[config.mk]
export PLATFORM = sky130hd
export DESIGN_NAME = i_decoder_n_pulse
export DESIGN_NICKNAME = d
export VERILOG_FILES = /design/src/rtl/i_decoder_n_pulse_pkg.sv /design/src/rtl/i_decoder_n_pulse_core.sv /design/src/rtl/i_decoder_n_pulse.sv
export SDC_FILE = /design/constraint.sdc
export NUM_CORES = 1
export LEC_CHECK = 0
export CORE_UTILIZATION = 40
export CTS_CLUSTER_SIZE = 14
export DETAILED_ROUTE_END_ITERATION = 10
export GPL_TIMING_DRIVEN = 1
export RECOVER_POWER = 100
export SETUP_SLACK_MARGIN = 0.02
export SLEW_MARGIN = 20
export SYNTH_ARGS = -nofsm -noshare
export SYNTH_HDL_FRONTEND = slang
export SYNTH_HIERARCHICAL = 1
export SYNTH_SLANG_ARGS = --single-unit
[constraint.sdc]
create_clock -name clk -period 1.7 [get_ports clk]
set_input_delay 0.34 -clock clk [delete_from_list [all_inputs] [get_ports clk]]
set_output_delay 0.34 -clock clk [all_outputs]
set_load 0.005 [all_outputs]
[src/rtl/i_decoder_n_pulse_pkg.sv]
// Shared definitions for the active-low pulsed decoder: FSM states, counter
// sizing helper and the all-ones idle pattern.
package i_decoder_n_pulse_pkg;

    typedef enum logic {
        IDLE  = 1'b0,
        DRIVE = 1'b1
    } state_t;

    // Floor of log2; flog2(1) = 0.
    function automatic int flog2(input int value);
        int r;
        r = 0;
        for (int i = 0; i < 31; i++) begin
            if ((value >> i) > 1) begin
                r = i + 1;
            end
        end
        return r;
    endfunction

    // Lower 2**size bits set; callers truncate to their output width.
    function automatic logic [63:0] idle_ones(input int size);
        return (64'd1 << (1 << size)) - 64'd1;
    endfunction

endpackage

[src/rtl/i_decoder_n_pulse_core.sv]
// Combinational inverted-code to active-low one-hot decoder.
module i_decoder_n_pulse_core
    import i_decoder_n_pulse_pkg::*;
#(
    parameter int SIZE = 2
) (
    input  logic [SIZE-1:0]      code_n,
    output logic [2**SIZE-1:0]   onehot_n
);

    logic [SIZE-1:0] idx;

    assign idx = ~code_n;

    for (genvar gi = 0; gi < 2**SIZE; gi++) begin : g_bit
        assign onehot_n[gi] = (idx != SIZE'(gi));
    end

endmodule

[src/rtl/i_decoder_n_pulse.sv]
// Handshaked inverted-code decoder that drives a registered active-low one-hot
// strobe for HOLD cycles, with a one-entry buffer for bubble-free streaming.
module i_decoder_n_pulse
    import i_decoder_n_pulse_pkg::*;
#(
    parameter int SIZE = 2,
    parameter int HOLD = 2
) (
    input  logic                 clk,
    input  logic                 rst,
    input  logic                 in_valid,
    output logic                 in_ready,
    input  logic [SIZE-1:0]      in_code_n,
    output logic [2**SIZE-1:0]   out_n,
    output logic                 busy,
    output logic                 done
);

    localparam int              W        = 2**SIZE;
    localparam int              CW       = flog2(HOLD) + 1;
    localparam logic [W-1:0]    IDLE_N   = W'(idle_ones(SIZE));
    localparam logic [CW-1:0]   RELOAD   = CW'(HOLD - 1);
    localparam logic            ONE_SHOT = (HOLD == 1);

    state_t            state_reg;
    logic [W-1:0]      out_n_reg;
    logic              busy_reg;
    logic              done_reg;
    logic [SIZE-1:0]   buf_reg;
    logic              buf_full_reg;
    logic [CW-1:0]     cnt_reg;

    logic              xfer;
    logic [SIZE-1:0]   dec_src;
    logic [W-1:0]      dec_n;

    assign in_ready = ~buf_full_reg & ~rst;
    assign xfer     = in_valid & in_ready;

    // One decoder serves both load paths; a full buffer always has priority.
    assign dec_src  = buf_full_reg ? buf_reg : in_code_n;

    i_decoder_n_pulse_core #(
        .SIZE (SIZE)
    ) u_core (
        .code_n   (dec_src),
        .onehot_n (dec_n)
    );

    always_ff @(posedge clk) begin
        if (rst) begin
            state_reg    <= IDLE;
            out_n_reg    <= IDLE_N;
            busy_reg     <= 1'b0;
            done_reg     <= 1'b0;
            buf_reg      <= '0;
            buf_full_reg <= 1'b0;
            cnt_reg      <= '0;
        end else begin
            case (state_reg)
                IDLE: begin
                    if (xfer) begin
                        out_n_reg <= dec_n;
                        busy_reg  <= 1'b1;
                        cnt_reg   <= RELOAD;
                        done_reg  <= ONE_SHOT;
                        state_reg <= DRIVE;
                    end
                end
                DRIVE: begin
                    if (cnt_reg != '0) begin
                        cnt_reg  <= cnt_reg - CW'(1);
                        done_reg <= (cnt_reg == CW'(1));
                        if (xfer) begin
                            buf_reg      <= in_code_n;
                            buf_full_reg <= 1'b1;
                        end
                    end else if (buf_full_reg) begin
                        out_n_reg    <= dec_n;
                        cnt_reg      <= RELOAD;
                        done_reg     <= ONE_SHOT;
                        buf_full_reg <= 1'b0;
                    end else if (xfer) begin
                        // Last cycle with nothing queued: pass the new code straight through.
                        out_n_reg <= dec_n;
                        cnt_reg   <= RELOAD;
                        done_reg  <= ONE_SHOT;
                    end else begin
                        out_n_reg <= IDLE_N;
                        busy_reg  <= 1'b0;
                        done_reg  <= 1'b0;
                        state_reg <= IDLE;
                    end
                end
                default: begin
                    state_reg <= IDLE;
                end
            endcase
        end
    end

    assign out_n = out_n_reg;
    assign busy  = busy_reg;
    assign done  = done_reg;

endmodule

==> flow_summary.yaml <==
pwr:
  power.total_mw: 0.660
  peakVddDrop_v: 0.000570
  p_comb_share_pct: 17.4
  power.switching_mw: 0.173
  powerDensity_nw_per_um2: 841
  clkPwrFrac_pct: 35.4
  p_int_mw: 0.487
  switching_share_pct: 26.2
  leakage_nw: 0.312
  pwr-share-seq_pct: 47.2
sta:
  layout_min_cycle_time_ns: 1.56
  post-route-period-util_pct: 91.6
  hold_viol: 0
  timing.fmax_mhz: 642
  tightest_slew_ns: 0.683
  rsz0062_at_grt: "false"
  timing.final.max_slew_violations: 0
  hold-worst-slack_ns: 0.482
  fin_skew_ns: 0.0122
  finalSetupTns_ns: 0
  setup_violations: 0
  relSlewSlack_pct: 54.4
worst_setup_path:
  critPathLaunchType: "register"
  required_ns: 1.86
  critPathCaptureType: "register"
  crit_chain: "nor3b_1 > a31oi_4 > mux2i_1"
  cp.arrival_ns: 1.71
  critPathMaxStageDelay_ns: 0.62
  cp_top_family: "simple AND/OR/NAND/NOR gates"
  cpMaxStageDelayCell: "nor3b_1"
  cp_max_fo: 13
  path_class: "reg -> reg"
  critPathBufInv: 0
yosys:
  muxShareOfSynthArea_pct: 9.92
  synth_fa_ha_area_share_pct: 0
  synthSimpleGateAreaFrac_pct: 31.0
  synth_top_family_by_area: "simple AND/OR/NAND/NOR gates"
  syn_area_um2: 631
  synth_xor_area_share_pct: 0
  synthCells: 70
  synth_nets: 75
  syn_area_per_cell_um2: 9.01
  ys_ff_latch: 12
  yosysWarnings: 6
  synth_cell_types: 25
  seq_area_frac_synth_pct: 38.1
  synth-compound-area-share_pct: 14.7
drt:
  drc: 0
  ant_nets: 0
  vias_per_cell: 5.28
  routed_wl_mm: 1.25
  dr.pass1.iters: 3
  num_vias: 533
  wl_per_cell_um: 12.4
  drt_iter0_markers: 9
final_layout:
  syn2layout_area_growth_pct: 24.4
  largest_register_ffs: 4
  multi_input_area_um2: 343
  regArea_um2: 240
  diodes: 0
  drive_gt1_share_pct: 16.3
  n_fill_cell: 125
  fin_cells: 101
  layout_common_cells: "12 x dfxtp_1, 10 x nor2_1, 7 x dlygate4sd3_1"
  fin_nets: 92
  mostFrequentLayoutCell: "dfxtp_1"
global_routing:
  antenna_found_initial: 0
  grt_pass1_wl_mm: 2.04
  gr-total-overflow: 0
  grtUsageTotal_pct: 15.6
  grt_start_max_net_pins: 16
  grt_pass1_vias: 479
run_status:
  outcome: "finished, final reports clean"
placement:
  hpwl_um: 892
  dpl.cell_count: 97
  gp_congestion: 0.723
  io_buffers: 11
die:
  die_area_um2: 1740
  die_h_um: 41.7
  ioPinCount: 12
  core_um2: 1380
  dieWidth_um: 41.7
  row_count: 13
  initial_core_util_pct: 45.6
cts:
  cts_tree: "done"
  cts_buffers: 3
  cts_buffer_depth: 2
  cts.clk_slew.worst_paths_ns: 0.09
  cts_root_buffer: "clkbuf_4"
  cts_max_level: 1
  numClockSinks: 12
  clock_latency_ns: 0.28
  ctsHoldBuffers: 0
min_path:
  holdCritPathClass: "reg -> reg"
job:
  drv_cap: 0
==> worst paths after layout <==
kind             start        to  slack [ns]  cells past startpoint
max          state_reg  out_n[0]        0.14                      3
min               done      done        0.48                      2
max reg2reg  state_reg  out_n[0]        0.14                      3
min reg2reg       done      done        0.48                      2
==> Yosys cell counts <==
cell       count  area, um^2
dfxtp_1       12         240
nor2_1         9        33.8
nand2_1        5        18.8
nor3_1         5        25.0
mux2i_1        4        40.0
a21oi_1        3        15.0
nand2b_1       3        18.8
nand3_1        3        15.0
o21ai_0        3        15.0
buf_2          2        10.0
buf_6          2        22.5
inv_1          2        7.51
mux2_2         2        22.5
nor2_2         2        12.5
nor3b_2        2        25.0
o311ai_0       2        17.5
a2111oi_2      1        15.0
a221oi_1       1        8.76
a31oi_4        1        21.3
and2b_1        1        7.51
and3_1         1        6.26
and4bb_2       1        12.5
nand3b_1       1        7.51
or2_1          1        6.26
or2_2          1        6.26
==> logic make-up (layout without fill, tap and decap cells) <==
family          after synthesis  in the layout
flops                        12             12
simple gates                 35             35
compound gates               11             11
mux                           6              6
buf+inv                       6             22
==> tightest hold or removal path, stage by stage, from the launching register on <==
cell	delay, ns
dfxtp_1	0.32
nand3_1	0.06
a21oi_1	0.06
==> layout make-up <==
type,count,share of cell area (%)
flip-flops and latches,12,30.6
well taps,15,2.39
clock buffers,4,4.63
inverters,2,0.957
repair buffers,16,17.7
multi-input cells,52,43.7
==> per-stage QoR <==
step                      instance area (um^2)  setup WS (ns)  utilization (%)
after global routing                       785         0.0401             56.7
after detailed placement                   764        -0.0496             55.3
final                                      785          0.143             56.7
after CTS                                  800          0.147             57.8
after global placement                     764        -0.0214             55.3
after floorplan                            631          0.245                -
==> metal layers <==
| layer | GRT usage (%) | routed length, um | vias to the layer above |
|---|---|---|---|
| met5 | 0 | 0 | - |
| met4 | 3.87 | 17 | 0 |
| met3 | 7.83 | 60 | 2 |
| met2 | 23.8 | 504 | 12 |
| met1 | 19.5 | 666 | 241 |
| li1 | - | - | 278 |
==> timing repair <==
item / CTS / global route
setup endpoints to repair: 1 / 0
setup buffers: 0 / 0
hold endpoints to repair: 0 / 0
resized for setup: 1 / 0
==> power by group through the flow <==
| stage | Combinational [mW] | Clock [mW] | Sequential, mW |
|---|---|---|---|
| 2_1_floorplan | 0.0816 | 0 | 0.313 |
| 3_3_place_gp | 0.123 | 0 | 0.319 |
| 3_5_place_dp | 0.124 | 0 | 0.319 |
| 4_1_cts | 0.123 | 0.239 | 0.313 |
| 5_1_grt | 0.128 | 0.258 | 0.315 |
| 6_report | 0.115 | 0.233 | 0.312 |
(Power assumes the default switching activity.)
